`src/rtl/kmap_pkg.sv`:
```
// Shared types and limits for the K-map sweep sequencer.
package kmap_pkg;

  localparam int unsigned KMAP_MAX_VARS   = 5;
  localparam int unsigned KMAP_MAX_SETTLE = 15;
  localparam int unsigned KMAP_SETTLE_W   = $clog2(KMAP_MAX_SETTLE + 1);

  typedef enum logic [1:0] {
    StIdle,
    StApply,
    StSample,
    StDone
  } kmap_state_e;

endpackage

```
`src/rtl/kmap_minterm_cnt.sv`:
```
// Minterm index and settle counters for the sweep sequencer.
// The settle counter runs 0..SETTLE_CYCLES-1 during APPLY; the value SETTLE_CYCLES
// marks the SAMPLE slot, after which the index advances and the settle count wraps.
module kmap_minterm_cnt
  import kmap_pkg::*;
#(
  parameter int unsigned NUM_VARS      = 5,
  parameter int unsigned SETTLE_CYCLES = 1
) (
  input  logic                clk_i,
  input  logic                rst_i,
  input  logic                clr_i,
  input  logic                en_i,
  input  logic                abort_i,
  output logic [NUM_VARS-1:0] idx_o,
  output logic                settle_done_o,
  output logic                last_o
);

  localparam logic [KMAP_SETTLE_W-1:0] SettleLast = KMAP_SETTLE_W'(SETTLE_CYCLES - 1);
  localparam logic [KMAP_SETTLE_W-1:0] SampleSlot = KMAP_SETTLE_W'(SETTLE_CYCLES);
  localparam logic [NUM_VARS-1:0]      IdxLast    = '1;

  logic [NUM_VARS-1:0]      idx_q, idx_d;
  logic [KMAP_SETTLE_W-1:0] settle_q, settle_d;

  // Next-state: clear/abort reset both counters, otherwise step while enabled.
  always_comb begin
    idx_d    = idx_q;
    settle_d = settle_q;
    if (clr_i || abort_i) begin
      idx_d    = '0;
      settle_d = '0;
    end else if (en_i) begin
      if (settle_q == SampleSlot) begin
        settle_d = '0;
        idx_d    = idx_q + 1'b1;  // wraps to 0 after the last minterm
      end else begin
        settle_d = settle_q + 1'b1;
      end
    end
  end

  // Counter registers.
  always_ff @(posedge clk_i or posedge rst_i) begin
    if (rst_i) begin
      idx_q    <= '0;
      settle_q <= '0;
    end else begin
      idx_q    <= idx_d;
      settle_q <= settle_d;
    end
  end

  assign idx_o         = idx_q;
  assign settle_done_o = (settle_q == SettleLast);
  assign last_o        = (idx_q == IdxLast);

endmodule

```
`src/rtl/kmap_sweep_ctrl.sv`:
```
// Exhaustive K-map sweep sequencer: steps vars through all minterms, captures f_in into
// truth_table. Optional golden compare is built when KMAP_SWEEP_COMPARE_EN is defined;
// otherwise mismatch_cnt and pass are tied to 0.
module kmap_sweep_ctrl
  import kmap_pkg::*;
#(
  parameter int unsigned NUM_VARS      = 5,
  parameter int unsigned SETTLE_CYCLES = 1
) (
  input  logic                        clk,
  input  logic                        rst,
  input  logic                        start,
  input  logic                        abort,
  output logic [NUM_VARS-1:0]         vars,
  input  logic                        f_in,
  input  logic [(1<<NUM_VARS)-1:0]    golden,
  output logic                        busy,
  output logic                        done,
  output logic [(1<<NUM_VARS)-1:0]    truth_table,
  output logic [NUM_VARS:0]           mismatch_cnt,
  output logic                        pass
);

  localparam int unsigned NumMin = 1 << NUM_VARS;

  kmap_state_e             state_q, state_d;
  logic [NumMin-1:0]       tt_q, tt_d;
  logic                    busy_q, busy_d;
  logic                    done_q, done_d;
  logic [NUM_VARS-1:0]     idx;
  logic                    settle_done, last;
  logic                    cnt_clr, cnt_en;
  logic                    accept, capture;

  assign accept  = (state_q == StIdle) && start && !abort;
  assign capture = (state_q == StSample) && !abort;

  kmap_minterm_cnt #(
    .NUM_VARS     (NUM_VARS),
    .SETTLE_CYCLES(SETTLE_CYCLES)
  ) u_cnt (
    .clk_i        (clk),
    .rst_i        (rst),
    .clr_i        (cnt_clr),
    .en_i         (cnt_en),
    .abort_i      (abort),
    .idx_o        (idx),
    .settle_done_o(settle_done),
    .last_o       (last)
  );

  // FSM next-state, counter control and capture.
  always_comb begin
    state_d = state_q;
    tt_d    = tt_q;
    cnt_clr = 1'b0;
    cnt_en  = 1'b0;
    unique case (state_q)
      StIdle: begin
        if (accept) begin
          state_d = StApply;
          cnt_clr = 1'b1;
          tt_d    = '0;
        end
      end
      StApply: begin
        if (abort) begin
          state_d = StIdle;
        end else begin
          cnt_en = 1'b1;
          if (settle_done) state_d = StSample;
        end
      end
      StSample: begin
        if (abort) begin
          state_d = StIdle;
        end else begin
          cnt_en    = 1'b1;
          tt_d[idx] = f_in;
          state_d   = last ? StDone : StApply;
        end
      end
      StDone:  state_d = StIdle;
      default: state_d = StIdle;
    endcase
    busy_d = (state_d == StApply) || (state_d == StSample);
    done_d = (state_d == StDone);
  end

  // State and output registers.
  always_ff @(posedge clk or posedge rst) begin
    if (rst) begin
      state_q <= StIdle;
      tt_q    <= '0;
      busy_q  <= 1'b0;
      done_q  <= 1'b0;
    end else begin
      state_q <= state_d;
      tt_q    <= tt_d;
      busy_q  <= busy_d;
      done_q  <= done_d;
    end
  end

  // The index counter returns to 0 on abort and after the last minterm, so it drives vars.
  assign vars        = idx;
  assign busy        = busy_q;
  assign done        = done_q;
  assign truth_table = tt_q;

`ifdef KMAP_SWEEP_COMPARE_EN
  logic [NUM_VARS:0] mm_q, mm_d;
  logic              pass_q, pass_d;

  // Mismatch counting during capture; pass verdict taken in DONE.
  always_comb begin
    mm_d   = mm_q;
    pass_d = pass_q;
    if (accept) begin
      mm_d   = '0;
      pass_d = 1'b0;
    end else if (capture && (f_in != golden[idx])) begin
      mm_d = mm_q + 1'b1;
    end else if (state_q == StDone) begin
      pass_d = (mm_q == '0);
    end
  end

  // Compare registers.
  always_ff @(posedge clk or posedge rst) begin
    if (rst) begin
      mm_q   <= '0;
      pass_q <= 1'b0;
    end else begin
      mm_q   <= mm_d;
      pass_q <= pass_d;
    end
  end

  assign mismatch_cnt = mm_q;
  assign pass         = pass_q;
`else
  logic unused_golden;
  logic unused_capture;
  assign unused_golden  = ^golden;
  assign unused_capture = capture;
  assign mismatch_cnt   = '0;
  assign pass           = 1'b0;
`endif

endmodule

```
`config.mk`:
```
export PLATFORM = sky130hd
export DESIGN_NAME = kmap_sweep_ctrl
export DESIGN_NICKNAME = d
export VERILOG_FILES = /design/src/rtl/kmap_pkg.sv /design/src/rtl/kmap_minterm_cnt.sv /design/src/rtl/kmap_sweep_ctrl.sv
export SDC_FILE = /design/constraint.sdc
export NUM_CORES = 1
export LEC_CHECK = 0
export CAP_MARGIN = 20
export CORE_MARGIN = 4
export CORE_UTILIZATION = 30
export CTS_BUF_LIST = sky130_fd_sc_hd__clkbuf_8
export DETAILED_ROUTE_END_ITERATION = 12
export PLACE_DENSITY = 0.67
export SYNTH_ARGS = -nofsm -noshare
export SYNTH_HDL_FRONTEND = slang
export SYNTH_SLANG_ARGS = --single-unit
```
`constraint.sdc`:
```
create_clock -name clk -period 2.2 [get_ports clk]
set_input_delay 0.22 -clock clk [delete_from_list [all_inputs] [get_ports clk]]
set_output_delay 0.22 -clock clk [all_outputs]
set_load 0.02 [all_outputs]
```
==> out/qor.yml <==
status:
  status: "completed"
route:
  drc: 0
  viasPerCell: 5.28
  finalWirelength_microns: 6710
  met2_wirelength_microns: 3470
  wl_met3_microns: 301
  drt-met1-wl_microns: 2870
  detail_route.wl_per_cell_microns: 15.4
  via_count: 2301
  drtIter0Drc: 96
  top_layer: "met4"
  first_pass_iters: 4
  ant_nets: 0
timing:
  rsz0062_at_grt: "false"
  finalClockSkew_ps: 5.62
  finalHoldViolations: 0
  drv_slew: 0
  fmax_ghz: 0.492
  fin_tns_setup_ps: 0
  fin_crit_sh: 0.924
  tightest_slew_ps: 815
  slew_headroom: 0.453
  min_period_ps: 2030
  setup_viol: 0
critical_path:
  endpoint_kind: "register"
  r2r_cells: 5
  critPathMaxFanout: 8
  crit_family: "simple AND/OR/NAND/NOR gates"
  cp_slowest_cell: "nand4_1"
  cp-start-kind: "register"
  cpPeakStageDelay_ps: 490
  required_ps: 2410
  crit_start: "state_q[0]"
  worstReg2RegStart: "state_q[0]"
  critPathArrivalTime_ps: 2240
  cp_num_cells: 5
  crit_type: "reg -> reg"
  critPathBufInv: 1
  path_cells: "inv_1 > ha_1 > nor2b_1 > nand4_1 > o22ai_1"
finish:
  stdcell_count: 436
  num_antenna_cells: 0
  final_nets: 374
  area_growth_pct: 24.6
  drive_gt1_frac: 0.0823
die:
  die_y_microns: 103
  core_sq_mm: 0.00876
  fp.dieW_microns: 103
  die_area_sq_mm: 0.0106
  initial_core_util: 0.310
  io_pins: 83
  num_rows: 34
yosys:
  synth_ff_type: "dfrtp_1"
  synth_cells: 293
  avgSynthCellArea_sq_um: 9.28
  synth.largest_area_cell: "dfrtp_1"
  synth_area_sq_mm: 0.00272
  synth_cell_type_count: 38
  async_flop_share: 1.00
  yosysTopAreaCellShare: 0.414
  synth-seq-cells: 45
  ys_seq_area_frac: 0.414
  yosysMostFrequentCell: "dfrtp_1"
  synth_warnings: 0
  synth_commonest_cells: "dfrtp_1, inv_1, a211oi_1"
  synthTopCellsByArea: "dfrtp_1, a211oi_1, o22ai_1, inv_1, nand4bb_1"
  synth_edf_count: 0
cts:
  hold_buffers: 0
  cts.path.max_buffers: 2
  htreeDepth: 2
  clk_latency_ps: 300
  cts_made_buffers: 5
  clock-sinks: 45
  clk_pin_slew_ps: 90
  cts_tree: "done"
  cts_resized: 0
  cts_root_buf: "clkbuf_8"
global_route:
  grt_pass1_vias: 2130
  grt_max_degree: 34
  grt_pass1_wl_microns: 10600
  antenna_found_initial: 0
  gr-total-overflow: 0
  grt_usage: 0.126
placed_design:
  portBuffers: 43
  dp_hpwl_microns: 4760
  place_congestion: 0.766
  placed_cells: 427
flow_run:
  drv_cap: 0
power_and_ir_drop:
  vdd_drop_max_uv: 385
  p_per_area_mw_per_mm2: 740
  p_leak_uw: 0.00122
hold_path:
  hold_class: "in -> async"
## metrics by stage
| step | instance area (sq um) | total power, uW | hold WS [ps] | setup WS [ps] | utilization |
|---|---|---|---|---|---|
| after floorplan | 2740 | 1580 | 457 | 260 | - |
| after global placement | 3260 | 1840 | 510 | 209 | 0.372 |
| after detailed placement | 3260 | 1870 | 514 | 154 | 0.372 |
| after CTS | 3380 | 2520 | 317 | 137 | 0.386 |
| after global routing | 3390 | 2650 | 333 | 28.3 | 0.386 |
| final | 3390 | 2500 | 290 | 167 | 0.386 |
## layout make-up
class,count,area (sq um)
fill,904,5380
clock buffer,6,82.6
tap,108,135
timing repair buffer,58,568
clock inverter,2,33.8
inverter,38,143
multi-input combinational,179,1300
sequential,45,1130
## what timing repair did
item                                    in CTS  in global routing
endpoints found under the setup margin       0                  2
buffers inserted                             0                  1
endpoints found under the hold margin        0                  0
## routing by layer
| metal | global-route usage | up-vias |
|---|---|---|
| li1 | - | 1130 |
| met3 | 0.0255 | 6 |
| met5 | 0 | - |
| met4 | 0.0369 | 0 |
| met1 | 0.159 | 1120 |
| met2 | 0.219 | 45 |
## logic make-up (layout without fill, tap and decap cells)
logic type	Yosys count	in the layout	share of synthesized area
other	1	7	0.00138
AND/OR/NAND/NOR	75	75	0.199
AO/OA/AOI/OAI	82	82	0.205
flip-flops	45	45	0.414
buffers and inverters	75	104	0.117
multiplexers	1	1	0.00368
adder cells (fa/ha/maj)	10	10	0.0460
XOR/XNOR	4	4	0.0129
## registers in the layout, summed over array words and instances (netlist names)
register / count
truth_table: 32
u_cnt.idx_o: 5
u_cnt.settle_q: 4
state_q: 2
busy: 1
done: 1
## worst paths after layout
check	to	slack (ps)
min	truth_table[16]	290
max in group asynchronous	truth_table[6]	1370
max reg2reg	truth_table[24]	170
max	truth_table[24]	170
min reg2reg	truth_table[17]	520
min in group clk	truth_table[17]	520
## cells in the final DEF, fill, tap and decap left out, types with 2 or more instances in the layout
master,synthesis,layout
nand4b_1,12,12
dfrtp_1,45,45
o31ai_1,2,2
conb_1,1,7
buf_12,0,2
o21ai_0,4,4
nor2_1,5,5
or4_1,2,2
a21oi_1,6,6
clkbuf_8,0,6
or4b_1,3,3
a211oi_1,33,33
or2_2,2,2
o22ai_1,30,30
inv_1,38,38
nand4_1,9,9
nor2b_1,4,4
xnor2_1,2,2
or3_1,2,2
xor2_1,2,2
nand4bb_1,12,12
nand2_1,7,7
o32ai_1,4,4
ha_1,10,10
nand3_1,7,7
nand2b_1,5,5
buf_4,8,13
clkdlybuf4s50_1,0,43
## where the power goes
part / switching [uW] / leakage (uW) / internal, uW
Combinational: 563 / 0.000537 / 364
Clock: 288 / 0.0000626 / 366
Sequential: 39.0 / 0.000623 / 884
Total: 890 / 0.00122 / 1610
Note: power is estimated with default switching activity, not from simulation.
